**src/rtl/frame_capture_sequencer.sv**
```systemverilog
// Picks a decimated COLS x ROWS window out of an HDMI frame and sequences its writes into a
// double-buffered frame store, swapping banks with the output side under a ready/ack handshake.
module frame_capture_sequencer #(
    parameter int unsigned ADDRESS_BITS = 8,
    parameter int unsigned COLS         = 16,
    parameter int unsigned ROWS         = 8,
    parameter int unsigned X_OFFSET     = 0,
    parameter int unsigned Y_OFFSET     = 0,
    parameter int unsigned H_STEP       = 80,
    parameter int unsigned V_STEP       = 90
) (
    input  logic        I_clk,
    input  logic        I_rst_n,
    input  logic        I_enable,
    input  logic        I_de,
    input  logic        I_vsync,
    input  logic [23:0] I_pixel,
    input  logic        I_frame_ack,
    output logic [23:0] O_pixel,
    output logic        O_write_en,
    output logic        O_address_up,
    output logic        O_address_reset,
    output logic        O_write_bank,
    output logic        O_frame_ready,
    output logic        O_frame_error,
    output logic        O_frame_drop
);

    localparam logic [11:0] XOff  = 12'(X_OFFSET);
    localparam logic [11:0] YOff  = 12'(Y_OFFSET);
    localparam logic [11:0] HLast = 12'(H_STEP - 1);
    localparam logic [11:0] VLast = 12'(V_STEP - 1);
    localparam logic [11:0] ColsL = 12'(COLS);
    localparam logic [11:0] RowsL = 12'(ROWS);
    localparam logic [ADDRESS_BITS:0] TotalW = (ADDRESS_BITS + 1)'(COLS * ROWS);

    typedef enum logic [1:0] {StIdle, StCapture, StDone} state_e;

    state_e                state_q;
    logic                  vsync_q, de_q;
    logic [11:0]           x_q, y_q, h_ph_q, v_ph_q, col_q, row_q;
    logic [ADDRESS_BITS:0] wr_cnt_q;

    logic vsync_rise, de_fall, x_ge, y_ge, hit, frame_last;

    assign vsync_rise = I_vsync & ~vsync_q;
    assign de_fall    = ~I_de & de_q;
    assign x_ge       = x_q >= XOff;
    assign y_ge       = y_q >= YOff;
    // Phase counters stand in for (x-X_OFFSET)%H_STEP and (y-Y_OFFSET)%V_STEP.
    assign hit        = I_de && x_ge && (h_ph_q == '0) && (col_q < ColsL)
                        && y_ge && (v_ph_q == '0) && (row_q < RowsL);
    assign frame_last = O_address_up && (wr_cnt_q == TotalW);

    always_ff @(posedge I_clk or negedge I_rst_n) begin
        if (!I_rst_n) begin
            vsync_q <= 1'b0;
            de_q    <= 1'b0;
            x_q     <= '0;
            y_q     <= '0;
            h_ph_q  <= '0;
            v_ph_q  <= '0;
            col_q   <= '0;
            row_q   <= '0;
        end else begin
            vsync_q <= I_vsync;
            de_q    <= I_de;
            if (I_de) begin
                if (x_q != '1) x_q <= x_q + 12'd1;
                if (x_ge) begin
                    h_ph_q <= (h_ph_q == HLast) ? '0 : h_ph_q + 12'd1;
                    if ((h_ph_q == '0) && (col_q < ColsL)) col_q <= col_q + 12'd1;
                end
            end else begin
                x_q    <= '0;
                h_ph_q <= '0;
                col_q  <= '0;
            end
            if (vsync_rise) begin
                y_q    <= '0;
                v_ph_q <= '0;
                row_q  <= '0;
            end else if (de_fall) begin
                if (y_q != '1) y_q <= y_q + 12'd1;
                if (y_ge) begin
                    v_ph_q <= (v_ph_q == VLast) ? '0 : v_ph_q + 12'd1;
                    if ((v_ph_q == '0) && (row_q < RowsL)) row_q <= row_q + 12'd1;
                end
            end
        end
    end

    always_ff @(posedge I_clk or negedge I_rst_n) begin
        if (!I_rst_n) begin
            state_q         <= StIdle;
            wr_cnt_q        <= '0;
            O_pixel         <= '0;
            O_write_en      <= 1'b0;
            O_address_up    <= 1'b0;
            O_address_reset <= 1'b0;
            O_write_bank    <= 1'b0;
            O_frame_ready   <= 1'b0;
            O_frame_error   <= 1'b0;
            O_frame_drop    <= 1'b0;
        end else begin
            O_write_en      <= 1'b0;
            O_address_up    <= 1'b0;
            O_address_reset <= 1'b0;
            O_frame_error   <= 1'b0;
            O_frame_drop    <= 1'b0;
            if (I_frame_ack) O_frame_ready <= 1'b0;
            case (state_q)
                StCapture: begin
                    if (frame_last) begin
                        state_q <= StDone;
                        if (!O_frame_ready || I_frame_ack) begin
                            O_write_bank  <= ~O_write_bank;
                            O_frame_ready <= 1'b1;
                        end else begin
                            O_frame_drop <= 1'b1;
                        end
                    end else if (vsync_rise) begin
                        // Short frame: any pending up pulse is dropped so reset never overlaps it.
                        O_frame_error   <= 1'b1;
                        O_address_reset <= 1'b1;
                        wr_cnt_q        <= '0;
                        state_q         <= I_enable ? StCapture : StIdle;
                    end else begin
                        O_address_up <= O_write_en;
                        if (hit) begin
                            O_write_en <= 1'b1;
                            O_pixel    <= I_pixel;
                            wr_cnt_q   <= wr_cnt_q + 1'b1;
                        end
                    end
                end
                default: begin
                    if (vsync_rise && I_enable) begin
                        state_q         <= StCapture;
                        O_address_reset <= 1'b1;
                        wr_cnt_q        <= '0;
                    end
                end
            endcase
        end
    end

endmodule
```
**config.mk**
```make
export PLATFORM = sky130hd
export DESIGN_NAME = frame_capture_sequencer
export DESIGN_NICKNAME = d
export VERILOG_FILES = /design/src/rtl/frame_capture_sequencer.sv
export SDC_FILE = /design/constraint.sdc
export NUM_CORES = 1
export LEC_CHECK = 0
export ABC_AREA = 1
export CORE_ASPECT_RATIO = 0.6
export CORE_MARGIN = 5
export CORE_UTILIZATION = 47
export CTS_CLUSTER_SIZE = 12
export DETAILED_ROUTE_END_ITERATION = 6
export GPL_TIMING_DRIVEN = 1
export PLACE_DENSITY = 0.72
export SLEW_MARGIN = 30
export SYNTH_ARGS = -nofsm -noshare
export SYNTH_HDL_FRONTEND = slang
export SYNTH_SLANG_ARGS = --single-unit
```
**constraint.sdc**
```tcl
create_clock -name I_clk -period 2.5 [get_ports I_clk]
set_input_delay 0.75 -clock I_clk [delete_from_list [all_inputs] [get_ports I_clk]]
set_output_delay 0.75 -clock I_clk [all_outputs]
set_load 0.1 [all_outputs]
```
==> flow_metrics.env <==
export IMPL_status="completed"
export IMPL_clockBufferDepth=2
export IMPL_rsz0062_at_grt="no"
export IMPL_final_common_cell="nand2_1"
export IMPL_maxSlewHeadroom_pct=68.67
export IMPL_drtIter0Drc=252
export IMPL_grt_first_pass_wirelength_mm=16.37
export IMPL_cts_tree="built"
export IMPL_hold_buffers=0
export IMPL_synth_top_area_share_pct=52.50
export IMPL_power_density_nw_per_um2=1022
export IMPL_cts_root_buffer="clkbuf_16"
export IMPL_drv_cap=0
export IMPL_drc=0
export IMPL_grt_max_degree=93
export IMPL_yosysSeqAreaShare_pct=52.50
export IMPL_dp_hpwl_mm=6.783
export IMPL_top_layer="met4"
export IMPL_flow_area_growth_from_synthesis_pct=22.71
export IMPL_cts_sinks=92
export IMPL_layout_common_cells="149 x nand2_1, 92 x dfrtp_1, 68 x inv_1"
export IMPL_clock_fmax_mhz=438.2
export IMPL_synth_area_um2=4385
export IMPL_wl_mm=9.159
export IMPL_grt_pass1_vias=3420
export IMPL_viasPerCell=4.848
export IMPL_ys_warnings_count=0
export IMPL_setup_worst_path_start="I_vsync"
export IMPL_antenna_found_initial=0
export IMPL_port_buffers=60
export IMPL_setup_viol=0
export IMPL_core_um2=9121
export IMPL_netlist_instances=521
export IMPL_fillers=788
export IMPL_place_gp_congestion=0.9121
export IMPL_drtPass1Iterations=4
export IMPL_slew_violations=0
export IMPL_wl_met3_um=580
export IMPL_regArea_um2=2302
export IMPL_avgSynthCellArea_um2=8.417
export IMPL_h_tree_depth=3
export IMPL_finalNonFillerCells=715
export IMPL_arrival_ps=2550
export IMPL_grt_usage_pct=17.76
export IMPL_r2r_start="v_ph_q[0]"
export IMPL_crit_end="v_ph_q[7]"
export IMPL_cp_max_fo=8
export IMPL_antenna_cells=0
export IMPL_hold_class="input pin to asynchronous set/reset pin"
export IMPL_hold_violations=0
export IMPL_final_layout_size_suffix_gt1_share_pct=14.02
export IMPL_synth_cell_types=36
export IMPL_ctsResizeCount=0
export IMPL_setup_tns_ps=0
export IMPL_ios=61
export IMPL_ys_ff_latch=92
export IMPL_die_area_um2=11430
export IMPL_dr_wl_met2_mm=3.806
export IMPL_synthArstFlopShare_pct=100.0
export IMPL_die_h_um=84.82
export IMPL_vias=3466
export IMPL_cp_start_kind="input pin"
export IMPL_dp_cells=700
export IMPL_path_clk_slew_ps=60
export IMPL_critPathKind="input pin to flop"
export IMPL_clk_latency_ps=340
export IMPL_cts_setup_buffers=0
export IMPL_die_w_um=134.7
export IMPL_cts_buffers=9
export IMPL_synth_nets=560
export IMPL_ir_worst_vdd_mv=1.027
export IMPL_synth_edff_count=0
export IMPL_p_leak_nw=2.873
export IMPL_multi_input_comb_area_um2=1735
export IMPL_wl_per_cell_um=12.81
export IMPL_post_route_min_period_ps=2282
export IMPL_post_route_period_util_pct=91.28
export IMPL_start_util_pct=48.08
export IMPL_synthFlopType="dfrtp_1"
export IMPL_reg2regPathDepth=10
export IMPL_end_kind="flop"
export IMPL_required_ps=2770
export IMPL_skew_ps=8.822
export IMPL_yosysTopAreaCell="dfrtp_1"
export IMPL_met1_length_mm=4.694
export IMPL_finalNetCount=634
export IMPL_synth_area_top_cells="dfrtp_1 52%, nand2_1 13%, inv_1 5.8%, nor2_1 4.9%, nand3_1 4.6%"
export IMPL_rows=27
export IMPL_grt_overflow_total=0
export IMPL_final_antenna_net_count=0
export IMPL_timing_rr_end="O_pixel[22]"
export IMPL_r2r_setup_slack_ps=650
export IMPL_worst_slew_pin_slew_ps=470.0
synth_stat cells, types with 5 or more instances:
library cell,number
nand2_1,149
nand3_1,40
nand2_2,9
dfrtp_1,92
buf_2,5
o21ai_0,10
nor2_1,57
nand4_1,13
xor2_1,17
a21oi_1,7
nor3_1,10
ha_1,9
inv_1,68
state kept, by name, indices dropped and copies added, names as in the netlist, 2 cells and up:
name	flops
wr_cnt_q	9
h_ph_q	12
state_q	2
col_q	12
O_pixel	24
row_q	12
v_ph_q	12
how the worst min path moves through the flow:
stage | cells after the start | endpoint | from | slack [ps]
2_1_floorplan | 2 | col_q[11] | col_q[11] | 440
3_3_place_gp | 2 | col_q[5] | col_q[5] | 450
3_5_place_dp | 2 | col_q[11] | col_q[11] | 450
4_1_cts | 2 | h_ph_q[0] | I_rst_n | 460
5_1_grt | 2 | h_ph_q[0] | I_rst_n | 490
6_report | 2 | h_ph_q[2] | I_rst_n | 430
through the flow:
step / hold WS, ps / power, W / setup slack, ps / util [%] / area, um2
floorplan: 436.1 / 0.003627 / 612.1 / - / 4385
global placement: 449.2 / 0.004155 / -59.33 / 55.72 / 5082
detailed placement: 452.5 / 0.004173 / -94.72 / 55.72 / 5082
CTS: 456.4 / 0.005556 / 260.3 / 59.00 / 5381
global route: 485.2 / 0.005774 / 151.6 / 59.00 / 5381
finish: 434.0 / 0.005499 / 218.1 / 59.00 / 5381
power breakdown:
group | leakage (nW) | total [W] | internal [W] | switching [W]
Clock | 0.145 | 0.00136 | 0.000799 | 0.000562
Combinational | 1.49 | 0.00225 | 0.000479 | 0.00177
Sequential | 1.24 | 0.00189 | 0.00172 | 0.000168
final cells by class:
class	count	area share, %
inverter	73	5.138
timing repair buffer	72	11.58
clock buffer	10	4.441
sequential	92	42.78
tap	116	2.697
clock inverter	5	1.116
multi-input combinational	347	32.25
logic make-up (layout without fill, tap and decap cells):
kind of cell	after synthesis	count (layout)	share of synthesized area [%]
and+or+nand+nor	295	295	30.16
adders and majority gates	9	9	2.568
AOI/OAI and AO/OA	25	25	3.253
xor gates and xnor gates	18	18	3.595
buffers and inverters	82	160	7.931
DFF	92	92	52.50
routing by layer:
layer | track usage [%] | up-vias
met1 | 26.96 | 1611
li1 | - | 1771
met4 | 4.713 | 0
met2 | 24.04 | 75
met3 | 6.102 | 9
met5 | 0 | -
worst max-delay path: stages:
cell and delay [ps]:
clkdlybuf4s50_1 470, inv_1 30, or2_1 300, buf_4 190
nand2_1 240, inv_1 150, nor3_1 230, a2bb2oi_1 170
(Power assumes the default switching activity.)
